File: config.mk
export PLATFORM = sky130hd
export DESIGN_NAME = mem_initiator
export DESIGN_NICKNAME = d
export VERILOG_FILES = /design/src/rtl/mem_pkg.sv /design/src/rtl/mem_rsp_capture.sv /design/src/rtl/mem_initiator.sv
export SDC_FILE = /design/constraint.sdc
export NUM_CORES = 1
export LEC_CHECK = 0
export CORE_MARGIN = 8
export CORE_UTILIZATION = 50
export DETAILED_ROUTE_END_ITERATION = 12
export PLACE_DENSITY = 0.87
export SLEW_MARGIN = 20
export SYNTH_ARGS = -nofsm -noshare
export SYNTH_HDL_FRONTEND = slang
export SYNTH_SLANG_ARGS = --single-unit
File: constraint.sdc
create_clock -name clk_i -period 3 [get_ports clk_i]
set_input_delay 0.45 -clock clk_i [delete_from_list [all_inputs] [get_ports clk_i]]
set_output_delay 0.45 -clock clk_i [all_outputs]
set_load 0.1 [all_outputs]
File: src/rtl/mem_pkg.sv
// Shared definitions for the memory controller and its bus-master initiator.
package mem_pkg;

  localparam int DEF_MEM_DEPTH  = 128;
  localparam int DEF_ADDR_WIDTH = $clog2(DEF_MEM_DEPTH);
  localparam int DEF_DATA_WIDTH = 8;
  localparam int DEF_LEN_WIDTH  = DEF_ADDR_WIDTH + 1;

  // Operation encoding of the command write flag
  localparam logic OP_WR = 1'b1;
  localparam logic OP_RD = 1'b0;

  typedef enum logic [2:0] {
    IDLE,
    REQ,
    XFER,
    DRAIN,
    DONE
  } state_t;

endpackage

File: src/rtl/mem_rsp_capture.sv
// Aligns the registered memory response (rdata/presp) with the beat that
// produced it and emits one read response per beat plus an error increment.
module mem_rsp_capture
  import mem_pkg::*;
#(
  parameter int ADDR_WIDTH = DEF_ADDR_WIDTH,
  parameter int DATA_WIDTH = DEF_DATA_WIDTH
) (
  input  logic                  clk_i,
  input  logic                  rst_ni,
  input  logic                  beat_vld_i,
  input  logic                  beat_rd_i,
  input  logic [ADDR_WIDTH-1:0] beat_addr_i,
  input  logic [DATA_WIDTH-1:0] mem_rdata_i,
  input  logic                  mem_presp_i,
  output logic                  rsp_valid_o,
  output logic [ADDR_WIDTH-1:0] rsp_addr_o,
  output logic [DATA_WIDTH-1:0] rsp_data_o,
  output logic                  rsp_err_o,
  output logic                  err_inc_o
);

  logic                  vld_p0;
  logic                  rd_p0;
  logic [ADDR_WIDTH-1:0] addr_p0;

  // ---- stage p0: beat issued last cycle; memory response arrives now ----
  // Control of the issued beat, delayed to meet the memory's registered reply
  always_ff @(posedge clk_i or negedge rst_ni) begin
    if (!rst_ni) begin
      vld_p0 <= 1'b0;
      rd_p0  <= 1'b0;
    end else begin
      vld_p0 <= beat_vld_i;
      rd_p0  <= beat_rd_i;
    end
  end

  // Beat address travels alongside the control bits, no reset needed
  always_ff @(posedge clk_i) begin
    addr_p0 <= beat_addr_i;
  end

  // Any beat, read or write, whose reply flags an address error
  assign err_inc_o = vld_p0 & mem_presp_i;

  // ---- stage p1: registered response stream ----
  // One response per read beat; data passes through even on an address error
  always_ff @(posedge clk_i or negedge rst_ni) begin
    if (!rst_ni) begin
      rsp_valid_o <= 1'b0;
      rsp_addr_o  <= '0;
      rsp_data_o  <= '0;
      rsp_err_o   <= 1'b0;
    end else begin
      rsp_valid_o <= vld_p0 & rd_p0;
      rsp_err_o   <= vld_p0 & rd_p0 & mem_presp_i;
      if (vld_p0 && rd_p0) begin
        rsp_addr_o <= addr_p0;
        rsp_data_o <= mem_rdata_i;
      end
    end
  end

endmodule

File: src/rtl/mem_initiator.sv
// Bus master for the memory controller: runs one write or read burst per
// command, generating addresses start+k and write data seed+k.
module mem_initiator
  import mem_pkg::*;
#(
  parameter int MEM_DEPTH  = DEF_MEM_DEPTH,
  parameter int ADDR_WIDTH = $clog2(MEM_DEPTH),
  parameter int DATA_WIDTH = DEF_DATA_WIDTH,
  parameter int LEN_WIDTH  = ADDR_WIDTH + 1
) (
  input  logic                  clk_i,
  input  logic                  rst_ni,
  input  logic                  cmd_valid_i,
  output logic                  cmd_ready_o,
  input  logic                  cmd_wr_i,
  input  logic [ADDR_WIDTH-1:0] cmd_addr_i,
  input  logic [LEN_WIDTH-1:0]  cmd_len_i,
  input  logic [DATA_WIDTH-1:0] cmd_seed_i,
  output logic                  mem_valid_o,
  input  logic                  mem_ready_i,
  output logic                  mem_wr_en_o,
  output logic                  mem_rd_en_o,
  output logic [ADDR_WIDTH-1:0] mem_addr_o,
  output logic [DATA_WIDTH-1:0] mem_wdata_o,
  input  logic [DATA_WIDTH-1:0] mem_rdata_i,
  input  logic                  mem_presp_i,
  output logic                  rsp_valid_o,
  output logic [ADDR_WIDTH-1:0] rsp_addr_o,
  output logic [DATA_WIDTH-1:0] rsp_data_o,
  output logic                  rsp_err_o,
  output logic                  done_o,
  output logic [LEN_WIDTH-1:0]  err_cnt_o
);

  localparam logic [LEN_WIDTH-1:0] MAX_LEN = LEN_WIDTH'(MEM_DEPTH);

  state_t                state_q;
  logic [LEN_WIDTH-1:0]  rem_q;
  logic                  wr_q;
  logic [ADDR_WIDTH-1:0] addr_q;
  logic [DATA_WIDTH-1:0] seed_q;
  logic                  accept;
  logic                  beat_vld;
  logic                  err_inc;

  // Bursts longer than the memory are cut to one full pass
  function automatic logic [LEN_WIDTH-1:0] clamp_len(input logic [LEN_WIDTH-1:0] len);
    return (len > MAX_LEN) ? MAX_LEN : len;
  endfunction

  // Error counter stops at the largest possible number of beats
  function automatic logic [LEN_WIDTH-1:0] sat_inc(input logic [LEN_WIDTH-1:0] cnt);
    return (cnt >= MAX_LEN) ? cnt : cnt + 1'b1;
  endfunction

  assign accept   = (state_q == IDLE) && cmd_ready_o && cmd_valid_i;
  assign beat_vld = mem_valid_o & (mem_wr_en_o | mem_rd_en_o);

  // Command fields held for the whole burst
  always_ff @(posedge clk_i) begin
    if (accept) begin
      wr_q   <= cmd_wr_i;
      addr_q <= cmd_addr_i;
      seed_q <= cmd_seed_i;
    end
  end

  // Burst sequencer; outputs are registered alongside the state they belong to
  always_ff @(posedge clk_i or negedge rst_ni) begin
    if (!rst_ni) begin
      state_q     <= IDLE;
      rem_q       <= '0;
      cmd_ready_o <= 1'b0;
      mem_valid_o <= 1'b0;
      mem_wr_en_o <= 1'b0;
      mem_rd_en_o <= 1'b0;
      mem_addr_o  <= '0;
      mem_wdata_o <= '0;
      done_o      <= 1'b0;
    end else begin
      done_o <= 1'b0;
      case (state_q)
        IDLE: begin
          if (cmd_ready_o && cmd_valid_i) begin
            cmd_ready_o <= 1'b0;
            rem_q       <= clamp_len(cmd_len_i);
            if (clamp_len(cmd_len_i) == '0) begin
              state_q <= DONE;
            end else begin
              state_q     <= REQ;
              mem_valid_o <= 1'b1;
            end
          end else begin
            cmd_ready_o <= 1'b1;
          end
        end
        REQ: begin
          if (mem_ready_i) begin
            state_q     <= XFER;
            mem_wr_en_o <= (wr_q == OP_WR);
            mem_rd_en_o <= (wr_q == OP_RD);
            mem_addr_o  <= addr_q;
            mem_wdata_o <= (wr_q == OP_WR) ? seed_q : '0;
          end
        end
        XFER: begin
          if (rem_q == LEN_WIDTH'(1)) begin
            state_q     <= DRAIN;
            mem_valid_o <= 1'b0;
            mem_wr_en_o <= 1'b0;
            mem_rd_en_o <= 1'b0;
            mem_addr_o  <= '0;
            mem_wdata_o <= '0;
          end else begin
            rem_q      <= rem_q - 1'b1;
            mem_addr_o <= mem_addr_o + 1'b1;
            if (wr_q == OP_WR) begin
              mem_wdata_o <= mem_wdata_o + 1'b1;
            end
          end
        end
        DRAIN: begin
          state_q <= DONE;
        end
        DONE: begin
          state_q     <= IDLE;
          done_o      <= 1'b1;
          cmd_ready_o <= 1'b1;
        end
        default: begin
          state_q <= IDLE;
        end
      endcase
    end
  end

  // Address errors of the current burst, restarted by each new command
  always_ff @(posedge clk_i or negedge rst_ni) begin
    if (!rst_ni) begin
      err_cnt_o <= '0;
    end else if (accept) begin
      err_cnt_o <= '0;
    end else if (err_inc) begin
      err_cnt_o <= sat_inc(err_cnt_o);
    end
  end

  mem_rsp_capture #(
    .ADDR_WIDTH (ADDR_WIDTH),
    .DATA_WIDTH (DATA_WIDTH)
  ) u_rsp_capture (
    .clk_i       (clk_i),
    .rst_ni      (rst_ni),
    .beat_vld_i  (beat_vld),
    .beat_rd_i   (mem_rd_en_o),
    .beat_addr_i (mem_addr_o),
    .mem_rdata_i (mem_rdata_i),
    .mem_presp_i (mem_presp_i),
    .rsp_valid_o (rsp_valid_o),
    .rsp_addr_o  (rsp_addr_o),
    .rsp_data_o  (rsp_data_o),
    .rsp_err_o   (rsp_err_o),
    .err_inc_o   (err_inc)
  );

endmodule

==> results.sh <==
export IMPL_synth_edf_count=16
export IMPL_synth_top_cell_by_area="dfrtp_1"
export IMPL_ys_top_cells_by_count="dfrtp_1 (58), nor2_1 (22), inv_1 (19), o21ai_0 (19)"
export IMPL_cts_tree="done"
export IMPL_fin_setup_tns_ns=0
export IMPL_hold_viol_final=0
export IMPL_use_met1_pct=20.8
export IMPL_crit_type="reg -> reg"
export IMPL_vias_per_cell=5.65
export IMPL_cts_root_buf="clkbuf_8"
export IMPL_die_w_um=100
export IMPL_routed_wl_mm=8.47
export IMPL_fp_dieArea_um2=10100
export IMPL_grt_max_degree=23
export IMPL_synth_main_ff_cell="dfrtp_1"
export IMPL_whs_ns=0.442
export IMPL_clock_sinks=81
export IMPL_first_global_vias=2804
export IMPL_clk_pin_slew_ns=0.09
export IMPL_fmax_mhz=402
export IMPL_globalplace_congestion=0.990
export IMPL_start_util_pct=52.1
export IMPL_setup_worst_path_start_class="flip-flop"
export IMPL_synth_area_leaders="dfrtp_1 (41%), edfxtp_1 (13%), mux2_2 (5.1%), dfxtp_1 (3.9%), o21ai_0 (2.7%)"
export IMPL_grt_use_met3_pct=6.37
export IMPL_holdCritPathClass="reg -> reg"
export IMPL_wl_per_cell_um=17.3
export IMPL_drt_pass1_iter_count=5
export IMPL_setup_worst_path_end_class="flip-flop"
export IMPL_cap_violations=0
export IMPL_finalSetupViolCount=0
export IMPL_diodes=0
export IMPL_drive_gt1_share_pct=23.2
export IMPL_overflow=0
export IMPL_grt_pass1_wl_mm=13.8
export IMPL_placementRows=30
export IMPL_rsz0062_at_grt="no"
export IMPL_nets=431
export IMPL_io_pins=82
export IMPL_yosysMostFrequentCell="dfrtp_1"
export IMPL_synthCells=304
export IMPL_maxSlewViolCount=0
export IMPL_run_status="finished, final reports clean"
export IMPL_h_tree_depth=3
export IMPL_track_usage_pct=17.4
export IMPL_synthArstFlopShare_pct=71.6
export IMPL_critical_path_max_fanout=17
export IMPL_clockBufferDepth=2
export IMPL_tightest_slew_ns=1.01
export IMPL_globalRoute_busiestLayer="met2"
export IMPL_dp_worst_setup_slack_ns=0.430
export IMPL_met2_usage_pct=28.5
export IMPL_finalCritPeriodShare_pct=83.0
export IMPL_yosysWarnings=0
export IMPL_clock_latency_ns=0.37
export IMPL_ant_nets=0
export IMPL_yosysUniqueCellTypes=56
export IMPL_finClkSkew_ns=0.00976
export IMPL_core_area_um2=6830
export IMPL_drc=0
export IMPL_synth_nets=347
export IMPL_syn2layout_area_growth_pct=28.0
export IMPL_hpwlAfterDp_mm=6.24
export IMPL_synthesis_area_um2=3560
export IMPL_die_h_um=100
export IMPL_crit_required_ns=3.25
export IMPL_yosysTopAreaCellShare_pct=40.7
export IMPL_drt_iter0_drc=241
export IMPL_timing_final_ws_setup_ns=0.511
export IMPL_cts_inserted_buffers=9
export IMPL_crit_arrival_ns=2.74
export IMPL_antenna_found_initial=0
export IMPL_relSlewSlack_pct=32.4
export IMPL_synth_seq_cells=81
export IMPL_port_buffers=81
export IMPL_finalCriticalPeriod_ns=2.49
export IMPL_synth_avg_cell_area_um2=11.7
export IMPL_num_vias=2763
export IMPL_yosysSeqAreaShare_pct=58.2
==> routing by layer <==
| metal | vias to the layer above | wire (um) | share of wire, % |
|---|---|---|---|
| li1 | 1296 | - | - |
| met1 | 1323 | 3650 | 43 |
| met2 | 128 | 4040 | 48 |
| met3 | 16 | 652 | 7.7 |
| met4 | 0 | 119 | 1.4 |
| met5 | - | 0 | 0 |
==> what timing repair did <==
| item | 4_1_cts | 5_1_grt |
|---|---|---|
| gates resized for setup | 0 | 0 |
| endpoints found under the hold margin | 12 | 0 |
| hold buffers | 1 | 0 |
| buffers inserted | 0 | 0 |
==> registers in the layout, indices dropped and copies added (netlist names), 3 cells and up <==
signal                    count
addr_q                        7
err_cnt_o                     8
mem_addr_o                    7
mem_wdata_o                   8
rem_q                         8
seed_q                        8
state_q                       3
u_rsp_capture.addr_p0         7
u_rsp_capture.rsp_addr_o      7
u_rsp_capture.rsp_data_o      8
==> cell families (layout without fill, tap and decap cells) <==
family,Yosys count,after routing,share of synthesized area (%)
flops,81,81,58.2
xor+xnor,5,5,1.23
fa+ha+maj,6,6,2.11
mux,18,18,5.76
buf+inv,34,123,4.71
simple gates,83,83,13.5
compound gates,77,77,14.5
==> metrics by stage <==
| stage | area [um^2] | util (%) | instances |
|---|---|---|---|
| after floorplan | 3560 | - | 304 |
| after global placement | 4340 | 63.5 | 472 |
| after detailed placement | 4340 | 63.5 | 472 |
| after CTS | 4560 | 66.7 | 489 |
| after global routing | 4560 | 66.7 | 489 |
| final | 4560 | 66.7 | 489 |
==> worst max-delay path, cell delays in order, from the launching register on <==
cell	delay, ns
dfrtp_1	0.59
or3b_1	0.67
nor3_4	0.38
nand2b_1	0.38
mux2_4	0.34
==> final timing paths <==
path                                                                 to  slack (ns)  depth (start not counted)                      start
worst max-delay path                               rem_q[1]$_DFFE_PN0P_        0.51                          4     state_q[1]$_DFFE_PN0P_
worst min-delay path                   u_rsp_capture.addr_p0[6]$_DFF_P_        0.44                          0  mem_addr_o[6]$_DFFE_PN0P_
max in group asynchronous                    mem_wdata_o[0]$_DFFE_PN0P_        1.82                          3                     rst_ni
min in group asynchronous       u_rsp_capture.rsp_addr_o[6]$_DFFE_PN0P_        0.53                          2                     rst_ni
worst max register to register                     rem_q[1]$_DFFE_PN0P_        0.51                          4     state_q[1]$_DFFE_PN0P_
worst min register to register         u_rsp_capture.addr_p0[6]$_DFF_P_        0.44                          0  mem_addr_o[6]$_DFFE_PN0P_
==> cells in the final DEF (no fill, tap or decap), types with 2 or more instances in the layout <==
master           Yosys  routed
a31oi_1              4       4
a211oi_1             6       6
a22oi_1              5       5
or4_1                2       2
o2bb2ai_1            2       2
clkbuf_8             0      10
dfxtp_1              7       7
o22ai_1              5       5
a221o_1              2       2
xnor2_1              3       3
o21ai_0             19      19
a32oi_1              7       7
xor2_1               2       2
nand3_1              9       9
nor2_1              22      22
buf_4                2      51
clkdlybuf4s50_1      0      35
a21oi_1             10      10
or3_1                5       5
o21a_1               2       2
edfxtp_1            16      16
inv_1               19      19
o31a_1               3       3
o21ai_1              3       3
and3_1               6       6
clkinv_4             0       4
dfrtp_1             58      58
nor4_1               3       3
nor3b_1              4       4
nand2_1             11      11
o31ai_1              5       5
ha_1                 6       6
mux2_2              16      16
nor3_1               5       5
==> cell type report <==
| cell class | instances | area [um^2] |
|---|---|---|
| Fill cell | 533 | 2270 |
| Sequential cell | 81 | 2070 |
| Multi-Input combinational cell | 189 | 1340 |
| Timing Repair Buffer | 88 | 748 |
| Clock buffer | 11 | 163 |
| Tap cell | 96 | 120 |
| Inverter | 19 | 71.3 |
| Clock inverter | 5 | 46.3 |
Power is not shown: default switching activity piles up to over one toggle a cycle in this logic, so the estimate is an artifact.
